<file path="src/rtl/demux_sched_pkg.sv">
// Shared constants for the demux_3x8 round-robin scheduler: state encoding and default sizes.
// The optional hold timeout is enabled with DEMUX_SCHED_TIMEOUT_EN (see demux_rr_sched).
package demux_sched_pkg;

   localparam int NREQ_DEF     = 8;
   localparam int IDX_W_DEF    = 3;
   localparam int MAX_HOLD_DEF = 16;
   localparam int CNT_W_DEF    = 8;

   typedef enum logic [1:0] {
      S_IDLE  = 2'd0,
      S_GRANT = 2'd1,
      S_GAP   = 2'd2
   } state_t;

endpackage

</file>
<file path="src/rtl/rr_pick8.sv">
// Combinational round-robin pick over 8 requesters: rotate by ptr, find the
// lowest set bit, then add ptr back so the search starts at ptr and wraps.
module rr_pick8
   import demux_sched_pkg::*;
(
   input  logic [7:0] req,
   input  logic [2:0] ptr,
   output logic [2:0] winner,
   output logic       any_req
);

   logic [15:0] w_dbl;
   logic [7:0]  w_rot;
   logic [2:0]  w_off;

   assign w_dbl   = {req, req} >> ptr;
   assign w_rot   = w_dbl[7:0];
   assign any_req = |req;

   // Scan downward so the lowest set bit of the rotated vector wins.
   always_comb begin
      w_off = 3'd0;
      for (int i = 7; i >= 0; i--) begin
         if (w_rot[i]) w_off = 3'(i);
      end
   end

   assign winner = ptr + w_off;

endmodule

</file>
<file path="src/rtl/demux_rr_sched.sv">
// Round-robin scheduler driving the select of demux_3x8; grants are held until release.
// Define DEMUX_SCHED_TIMEOUT_EN to revoke a grant after MAX_HOLD cycles.
module demux_rr_sched
   import demux_sched_pkg::*;
#(
   parameter int NREQ     = NREQ_DEF,
   parameter int IDX_W    = IDX_W_DEF,
   parameter int MAX_HOLD = MAX_HOLD_DEF,
   parameter int CNT_W    = CNT_W_DEF
)(
   input  logic             clk,
   input  logic             rst_n,
   input  logic [NREQ-1:0]  req,
   output logic [IDX_W-1:0] sel,
   output logic             sel_valid,
   output logic [NREQ-1:0]  gnt,
   output logic             busy,
   output logic             timeout
);

   state_t           r_state;
   logic [IDX_W-1:0] r_ptr;
   logic [IDX_W-1:0] r_sel;
   logic             r_sel_valid;
   logic [NREQ-1:0]  r_gnt;
   logic             r_busy;
   logic             r_timeout;

   logic [IDX_W-1:0] w_winner;
   logic             w_any;
   logic             w_hold_req;
   logic [NREQ-1:0]  w_onehot;

   rr_pick8 u_pick (
      .req     (req),
      .ptr     (r_ptr),
      .winner  (w_winner),
      .any_req (w_any)
   );

   assign w_hold_req = req[r_sel];
   assign w_onehot   = NREQ'(1) << w_winner;

`ifdef DEMUX_SCHED_TIMEOUT_EN
   logic [CNT_W-1:0] r_cnt;
   logic             w_limit;

   assign w_limit = (r_cnt == CNT_W'(MAX_HOLD - 1));
`else
   logic [63:0] w_unused_cfg;

   assign w_unused_cfg = {MAX_HOLD, CNT_W};
`endif

   always_ff @(posedge clk) begin
      if (!rst_n) begin
         r_state     <= S_IDLE;
         r_ptr       <= '0;
         r_sel       <= '0;
         r_sel_valid <= 1'b0;
         r_gnt       <= '0;
         r_busy      <= 1'b0;
         r_timeout   <= 1'b0;
`ifdef DEMUX_SCHED_TIMEOUT_EN
         r_cnt       <= '0;
`endif
      end else begin
         r_timeout <= 1'b0;
         case (r_state)
            S_IDLE: begin
               if (w_any) begin
                  r_state     <= S_GRANT;
                  r_sel       <= w_winner;
                  r_sel_valid <= 1'b1;
                  r_gnt       <= w_onehot;
                  r_busy      <= 1'b1;
`ifdef DEMUX_SCHED_TIMEOUT_EN
                  r_cnt       <= '0;
`endif
               end
            end
            S_GRANT: begin
               // A release on the limit cycle wins over the timeout.
               if (!w_hold_req) begin
                  r_state     <= S_GAP;
                  r_sel_valid <= 1'b0;
                  r_gnt       <= '0;
                  r_ptr       <= r_sel + 1'b1;
`ifdef DEMUX_SCHED_TIMEOUT_EN
               end else if (w_limit) begin
                  r_state     <= S_GAP;
                  r_sel_valid <= 1'b0;
                  r_gnt       <= '0;
                  r_ptr       <= r_sel + 1'b1;
                  r_timeout   <= 1'b1;
               end else begin
                  r_cnt       <= r_cnt + 1'b1;
`endif
               end
            end
            S_GAP: begin
               r_state <= S_IDLE;
               r_busy  <= 1'b0;
            end
            default: begin
               r_state     <= S_IDLE;
               r_sel_valid <= 1'b0;
               r_gnt       <= '0;
               r_busy      <= 1'b0;
            end
         endcase
      end
   end

   assign sel       = r_sel;
   assign sel_valid = r_sel_valid;
   assign gnt       = r_gnt;
   assign busy      = r_busy;
   assign timeout   = r_timeout;

endmodule

</file>
<file path="config.mk">
export PLATFORM = sky130hd
export DESIGN_NAME = demux_rr_sched
export DESIGN_NICKNAME = d
export VERILOG_FILES = /design/src/rtl/demux_sched_pkg.sv /design/src/rtl/rr_pick8.sv /design/src/rtl/demux_rr_sched.sv
export SDC_FILE = /design/constraint.sdc
export NUM_CORES = 1
export LEC_CHECK = 0
export BUFFER_PORTS_ARGS = -buffer_cell sky130_fd_sc_hd__buf_2
export CORE_ASPECT_RATIO = 0.9
export CORE_MARGIN = 10
export CORE_UTILIZATION = 40
export CTS_CLUSTER_DIAMETER = 200
export DETAILED_ROUTE_END_ITERATION = 10
export PLACE_DENSITY = 0.62
export SLEW_MARGIN = 10
export SYNTH_ARGS = -nofsm -noshare
export SYNTH_HDL_FRONTEND = slang
export SYNTH_HIERARCHICAL = 1
export SYNTH_SLANG_ARGS = --single-unit
</file>
<file path="constraint.sdc">
create_clock -name clk -period 4.74 [get_ports clk]
set_input_delay 0.474 -clock clk [delete_from_list [all_inputs] [get_ports clk]]
set_output_delay 0.474 -clock clk [all_outputs]
set_load 0.03 [all_outputs]
</file>
==> results of run 1 <==
## path summary, 6_finish.rpt
path / slack [ns] / start / cells after the start / endpoint
max: 0.49 / r_ptr[0]$_SDFFE_PN0P_ / 13 / gnt[7]$_SDFFE_PN0P_
min: 0.48 / busy$_SDFFE_PN0P_ / 2 / busy$_SDFFE_PN0P_
max reg2reg: 0.49 / r_ptr[0]$_SDFFE_PN0P_ / 13 / gnt[7]$_SDFFE_PN0P_
min reg2reg: 0.48 / busy$_SDFFE_PN0P_ / 2 / busy$_SDFFE_PN0P_
## flip-flops by register name, summed over array words and instances (netlist names)
| signal | flops |
|---|---|
| busy | 1 |
| gnt | 8 |
| r_ptr | 3 |
| r_state | 2 |
| sel | 3 |
| sel_valid | 1 |
## worst reg2reg max path: stages, from the launching register on
cell and delay, ns:
dfxtp_1 0.63, mux4_1 0.64, mux2i_1 0.26, o311ai_0 0.19, a21bo_2 0.25, a31oi_1 0.17
ha_1 0.17, inv_1 0.05, fa_1 0.38, xnor2_1 0.17, xnor2_2 0.37, nand4bb_1 0.35
or2_2 0.40, a31oi_1 0.16
## report_power, final
part / switching, mW / internal (mW)
logic: 0.159 / 0.117
clock network: 0.0488 / 0.0737
registers: 0.0259 / 0.170
## cells in the final DEF, fill, tap and decap left out, types with 5 or more instances in the layout
cell / instances
buf_2: 22
a21boi_0: 5
nand2b_1: 6
mux4_1: 7
dfxtp_1: 18
o21ai_0: 10
a31oi_1: 9
nand2_1: 17
nor2_1: 6
inv_1: 5
nor3_1: 5
mux2i_1: 11
## layer usage
layer / track usage / vias to the layer above
met5: 0 / -
met4: 0.0153 / 0
met3: 0.0327 / 0
met2: 0.160 / 20
met1: 0.123 / 551
li1: - / 610
## per-stage QoR
stage          hold WS (ns)  cells  worst slack, ns  total power [mW]
2_1_floorplan         0.431    153             1.04             0.423
3_3_place_gp          0.469    210            0.607             0.468
3_5_place_dp          0.477    210            0.392             0.475
4_1_cts               0.489    214            0.342             0.602
5_1_grt               0.517    214            0.152             0.641
6_report              0.478    214            0.485             0.595
## kinds of logic (layout without fill, tap and decap cells)
group,count (synthesis),count (layout)
fa+ha+maj,3,3
other cells,1,1
simple gates,54,54
flops,18,18
compound gates,36,36
xor+xnor,3,3
mux,23,23
buf+inv,15,32
## area by class of cell
class	count	area, um^2
well taps	44	55.1
flip-flops and latches	18	360
multi-input cells	120	1000
clock buffers	4	55.1
inverters	5	18.8
repair buffers	23	118
fillers	325	1820
==> run summary, run 1 <==
The run finished with clean final reports. The worst-case IR drop observed on VDD is 160 uV. The clock net in this run drives a total of 18 sinks. The netlist area before placement is 0.00144 mm^2. For this configuration, the core starts out at a cell density of 0.419. The die height came out at 76.9 um. The number of setup buffers added after CTS is 0. Along the worst path, the maximum fanout reaches 12. The setup total negative slack came out at 0 ns. The clock-pin slew on the worst setup and hold paths is 0.07 ns. Across the routed clock network, the largest skew measured is 0.00183 ns. The multiplexer area fraction after synthesis is 0.247. The final routed DRC violation total is 0.

The area added between synthesis and finish is 12.0%. The adder-cell area share of the yosys netlist came out at 0.0314. The register area share after synthesis is 0.251.

The static leakage came out at 0.611 nW. The stage delay of the slowest cell on the critical path is 0.64 ns. The minimum period implied by the final worst setup slack is 4.25 ns. The detailed router used layers up to and including met3. For this block, the initial DRC count from the detailed router was 75. The share of the cycle needed by the critical path after routing came out at 0.898.

Summed over all nets, the half-perimeter wirelength after detailed placement is 2.51 mm. In this design, the critical path's most frequently occurring cell is a31oi_1. The maximum clock insertion buffer count is 2. Of the total synthesized cell area, the portion taken by AND, OR, NAND and NOR gates is 0.208. The routed wire length is 3.22 mm.

The number of antenna cells inserted came out at 0. The number of pins exceeding their max-slew limit in the final report came out at 0. The count of vias placed by the detailed router is 1181. The proportion of layout cells with a drive suffix above 1 came out at 0.247. The synthesized-area fraction occupied by ao, oa, aoi and oai cells is 0.186.

The global-route wire length before repair is 5.49 mm. After floorplanning, the core was sized to cover 0.00343 mm^2. Entering global routing, the biggest net connects 22 pins. The reported max-cap violation count came out at 0. The final core area utilization came out at 0.469.

The overall fraction of global-route tracks in use came out at 0.0980. The count of pins on the block boundary is 24. The number of antenna violations at the first check in global routing was 0.

On the critical path, the stage with the largest delay is an instance of mux4_1. The critical path endpoint category is a flip-flop. Walking the worst path, the cells encountered are mux4_1 > mux2i_1 > o311ai_0 > a21bo_2 > a31oi_1 > ha_1 > inv_1 > fa_1 > xnor2_1 > xnor2_2 > nand4bb_1 > or2_2 > a31oi_1.

After detailed routing, the wire length on met1 is 1.55 mm. The synthesized netlist cell count is 153. The number of cells upsized or downsized after cts is 0. The routability congestion estimate from global placement came out at 0.891. The placed instances occupy a cell area of 0.00155 mm^2. The classification of the worst setup path is flip-flop to flip-flop.

After floorplanning, the core was divided into 20 placement rows. The synthesized-area fraction occupied by xor and xnor cells is 0.0183. The biggest area contributor in the post-synthesis netlist is dfxtp_1.

The amount of wire on met2 after detailed routing came out at 1.53 mm. The die is 83.2 um wide. The master cell of the clock root buffer is clkbuf_8. The number of synthesized register bits came out at 18. For this run, the number of Yosys warnings is 6. STA classifies the critical path startpoint as a flip-flop. The worst hold path belongs to the class flip-flop to flip-flop. The distinct cell type count after synthesis is 45. Setup repair after global routing left no endpoint under its margin.

The required time of the worst setup path is 4.92 ns. After detailed routing, the number of vias per cell comes to 5.52. The overall overflow remaining after global route came out at 0. The arrival time of the worst setup path is 4.43 ns. The number of enable flip-flop cells after synthesis came out at 0. The count of final hold-check violations came out at 0. The post-synth net total came out at 166. The full die area is 0.00639 mm^2. The later-pin clock latency in the skew report is 0.25 ns. By count the netlist is led by dfxtp_1 (18), nand2_1 (17), mux2i_1 (11), o21ai_0 (10), a31oi_1 (9). Clock tree synthesis inserted a total of 3 buffers.

The power per standard cell area came out at 370 mW/mm^2. The final setup violation count came out at 0. In the final routed layout, each cell accounts on average for 15.0 um. The post-route cell area came out at 0.00161 mm^2. The total length of routed met3 wires came out at 144 um. The number of levels in the clock H-tree is 1. The final net count came out at 184. The buffers plus inverters on the worst setup path came out at 1.

The number of routed nets with antenna violations came out at 0. The count of port buffers added during placement is 22. By area the synthesized netlist is led by dfxtp_1 (25%), mux4_1 (13%), mux2i_1 (7.7%). The most used flip-flop cell after synthesis is dfxtp_1.

dfxtp_1 is the most common cell in the netlist. The number of global-route vias before repair came to 1112. Grouping stages by cell kind, the critical path spends the most delay in multiplexers. The share of flip-flops with an asynchronous set or reset came out at 0. After synthesis, the largest family of logic cells by area is multiplexers.

The number of iterations in the first detailed-routing pass is 4. The number of buffers inserted for hold repair after clock tree synthesis came out at 0. The share of the synthesized area in the top cell type is 0.251. The average footprint of a synthesized cell is 9.39 um^2. TritonCTS built the clock tree. The upper clock frequency limit came out at 0.235 GHz.
Power figures use the tool's default switching activity.
==> run 2, diff against run 1 <==
Settings changed: ABC_AREA set to 1, PLACE_DENSITY 0.62 to 0.66, SETUP_SLACK_MARGIN set to 0.02.
==> run summary, run 2 <==
The later-pin clock latency in the skew report was 0.26 ns (was 0.25 ns). The upper clock frequency limit is 0.318 GHz (was 0.235 GHz). The average detailed-routed wire length per instance came out at 10.8 um (was 15.0 um).

The setup slack of the most critical reg-to-reg path came out at 1.59 ns (was 0.49 ns). The chip width was 84.6 um (was 83.2 um). The terminating pin of the worst hold path is sel_valid$_SDFFE_PN0P_ (was busy$_SDFFE_PN0P_). The startpoint kind of the worst setup timing path is a flip-flop (unchanged). Largest cells by area after synthesis: dfxtp_1 (24%), nand2_1 (18%), nand3_1 (9.0%) (was dfxtp_1 (25%), mux4_1 (13%), mux2i_1 (7.7%)). The number of global-route vias before repair was 1258 (was 1112).

The total length of routed met3 wires came out at 128 um (was 144 um). The starting density of the core is 0.408 (was 0.419). The distinct cell type count after synthesis is 31 (was 45). The proportion of layout cells with a drive suffix above 1 came out at 0.283 (was 0.247).

The via count normalized by instance count came out at 4.66 (was 5.52). The largest area contributor in the netlist is dfxtp_1 (unchanged). The share of flip-flops with an asynchronous set or reset is 0 (unchanged). The number of cells upsized or downsized after cts came out at 0 (unchanged). The routed length on met1 is 1.65 mm (was 1.55 mm). The overall overflow remaining after global route came out at 0 (unchanged). The count of port buffers added during placement is 22 (unchanged). The worst-case reg-to-reg path depth came to 25 (was 13). The setup total negative slack came out at 0 ns (unchanged).

The count of pins on the block boundary came to 24 (unchanged). Commonest cells after routing, fill and taps aside: nand2_1 (73), nand3_1 (27), inv_1 (25), buf_2 (22), dfxtp_1 (18) (was buf_2 (22), dfxtp_1 (18), nand2_1 (17), mux2i_1 (11), o21ai_0 (10)). The count of yosys warnings during synthesis came out at 6 (unchanged). The most numerous cell on the critical path is nand2_1 (was a31oi_1).

The number of pins exceeding their max-slew limit in the final report is 0 (unchanged). The number of routed nets with antenna violations came out at 0 (unchanged). The number of standard cells in the layout, taps in and fillers out is 297 (was 214). The global-route wire length before repair came out at 5.51 mm (was 5.49 mm).

The number of antenna cells inserted came out at 0 (unchanged). The reported max-cap violation count came out at 0 (unchanged). The startpoint of the most critical hold path was sel_valid$_SDFFE_PN0P_ (was busy$_SDFFE_PN0P_). The clock-pin slew on the worst setup and hold paths came out at 0.06 ns (was 0.07 ns). The TritonCTS clock tree was done (unchanged). Result of the run: finished, final reports clean (unchanged). The average footprint of a synthesized cell was 6.49 um^2 (was 9.39 um^2). The power per standard cell area came out at 675 mW/mm^2 (was 370 mW/mm^2). The routability congestion estimate from global placement came to 0.808 (was 0.891).

The count of final hold-check violations came to 0 (unchanged). The amount of wire on met2 after detailed routing is 1.41 mm (was 1.53 mm). The number of clock sinks is 18 (unchanged). The minimum period implied by the final worst setup slack is 3.15 ns (was 4.25 ns). The share of the synthesized area in the top cell type came to 0.240 (was 0.251). The number of synthesized register bits came out at 18 (unchanged). The destination of the worst register-to-register timing path is gnt[6]$_SDFFE_PN0P_ (was gnt[7]$_SDFFE_PN0P_). The post-synth net total came out at 244 (was 166). The pin count of the biggest net entering global routing is 13 (was 22). The area taken by multi-input logic gates is 973 um^2 (was 0.00100 mm^2).

The final core area utilization came out at 0.453 (was 0.469). The count of fill cells added during filler insertion is 403 (was 325). The netlist area before placement came out at 0.00150 mm^2 (was 0.00144 mm^2).

The number of iterations in the first detailed-routing pass is 4 (unchanged). The number of antenna violations at the first check in global routing was 0 (unchanged). The number of buffers created by CTS came out at 3 (unchanged). The core footprint is 0.00368 mm^2 (was 0.00343 mm^2).

The area added between synthesis and finish is 11.1% (was 12.0%). The arrival time of the worst setup path is 3.35 ns (was 4.43 ns). The final net count was 266 (was 184). The count of vias placed by the detailed router came to 1383 (was 1181).

The final routed DRC violation total is 0 (unchanged). The register area is 360 um^2 (unchanged). The stage delay of the slowest cell on the critical path is 0.63 ns (was 0.64 ns). The share of the cycle needed by the critical path after routing came to 0.664 (was 0.898). The required time of the worst setup path came out at 4.94 ns (was 4.92 ns).

The register area share after synthesis came out at 0.240 (was 0.251). The worst hold margin is 0.463 ns (was 0.478 ns). The critical path endpoint category is a flip-flop (unchanged). The cell with the largest stage delay on the worst path is dfxtp_1 (was mux4_1). The setup skew after layout is 0.00210 ns (was 0.00183 ns). The synthesized netlist cell count is 231 (was 153). The routed wire length came out at 3.20 mm (was 3.22 mm). The final setup violation count is 0 (unchanged). The most common cell after layout, fill and taps aside is nand2_1 (was buf_2).

The classification of the worst setup path was flip-flop to flip-flop (unchanged). The largest fanout on the critical path came to 11 (was 12). The reg-to-reg critical path startpoint is r_ptr[0]$_SDFFE_PN0P_ (unchanged).

The master cell of the clock root buffer is clkbuf_8 (unchanged). The overall fraction of global-route tracks in use came to 0.0942 (was 0.0980). The flip-flop count of the largest register after layout is 8 (unchanged). The uppermost layer routed is met4 (was met3). The number of buffers inserted for hold repair after clock tree synthesis is 0 (unchanged). The initial detailed-routing violation count came out at 63 (was 75).

The static leakage came out at 0.837 nW (was 0.611 nW). The number of enable flip-flop cells after synthesis is 0 (unchanged). The peak supply drop came out at 368 uV (was 160 uV). RSZ-0062 raised after global routing: no (unchanged). The full die area is 0.00660 mm^2 (was 0.00639 mm^2). The post-CTS setup buffer count is 0 (unchanged).

The die height came out at 78.1 um (was 76.9 um). The placed wire-length estimate came out at 2.59 mm (was 2.51 mm). The type of the most critical hold path is flip-flop to flip-flop (unchanged).

The number of levels in the clock H-tree is 1 (unchanged). The number of placement rows came to 21 (was 20). The primary flip-flop cell chosen by synthesis mapping was dfxtp_1 (unchanged). The number of cells after detailed placement is 294 (was 210). The maximum clock insertion buffer count is 2 (unchanged).

The cell with the most instances after synthesis is nand2_1 (was dfxtp_1). Leading cell types by count after synthesis: nand2_1 (73), nand3_1 (27), inv_1 (25), dfxtp_1 (18), nor2_2 (15) (was dfxtp_1 (18), nand2_1 (17), mux2i_1 (11), o21ai_0 (10), a31oi_1 (9)). The cell depth of the worst min-delay path is 2 (unchanged).
## run 2: cell types whose count changed after synthesis, moves of 9 or more
cell | before | now
nor2_2 | 0 | 15
inv_1 | 5 | 25
mux2i_1 | 11 | 0
a31oi_1 | 9 | 0
nand3_1 | 0 | 27
nand2_1 | 17 | 73
nand2_2 | 0 | 13
## run 2: worst max-delay path, delay by kind of cell (launching register included)
kind	cells	cell delay [ns]
AND/OR/NAND/NOR	17	1.37
buffers and inverters	4	0.27
AO/OA/AOI/OAI	1	0.13
XOR/XNOR	1	0.16
flip-flops	1	0.63
adder cells (fa/ha/maj)	2	0.51
## run 2: layout make-up
class	count	share of cell area
sequential	18	0.216
inverter	29	0.0743
multi-input combinational	179	0.584
clock buffer	3	0.0248
timing repair buffer	22	0.0661
tap	46	0.0345
## run 2: kinds of logic after synthesis
group,share of synthesized area
xor+xnor,0.0117
flops,0.240
compound gates,0.0676
other cells,0.00250
fa+ha+maj,0.0300
simple gates,0.537
buf+inv,0.111
## run 2: how the worst max path moves through the flow
stage                          startpoint                  end  slack (ns)  depth (start not counted)
floorplan           r_ptr[0]$_SDFFE_PN0P_  gnt[6]$_SDFFE_PN0P_        2.05                         26
global placement    r_ptr[0]$_SDFFE_PN0P_  gnt[6]$_SDFFE_PN0P_        1.65                         23
detailed placement  r_ptr[0]$_SDFFE_PN0P_  gnt[6]$_SDFFE_PN0P_        1.59                         23
CTS                 r_ptr[0]$_SDFFE_PN0P_  gnt[6]$_SDFFE_PN0P_        1.56                         23
global route        r_ptr[0]$_SDFFE_PN0P_  gnt[6]$_SDFFE_PN0P_        1.08                         23
finish              r_ptr[0]$_SDFFE_PN0P_  gnt[6]$_SDFFE_PN0P_        1.59                         25
## run 2: stage by stage
step                      instance area, um^2  total power, mW  worst slack [ns]
final                                    1670             1.13              1.59
after global routing                     1670             1.25              1.08
after CTS                                1670             1.14              1.56
after detailed placement                 1630             1.03              1.59
after global placement                   1630             1.02              1.65
after floorplan                          1500            0.891              2.05
## run 2: metal layers
metal	up-vias	global-route usage
li1	764	-
met2	18	0.146
met3	2	0.0268
met1	599	0.125
met5	-	0
met4	0	0.0230
## run 2: where the power goes
part           total, mW  internal [mW]  switching [mW]
clock network      0.106         0.0566          0.0499
logic              0.743          0.247           0.496
registers          0.276          0.205          0.0710
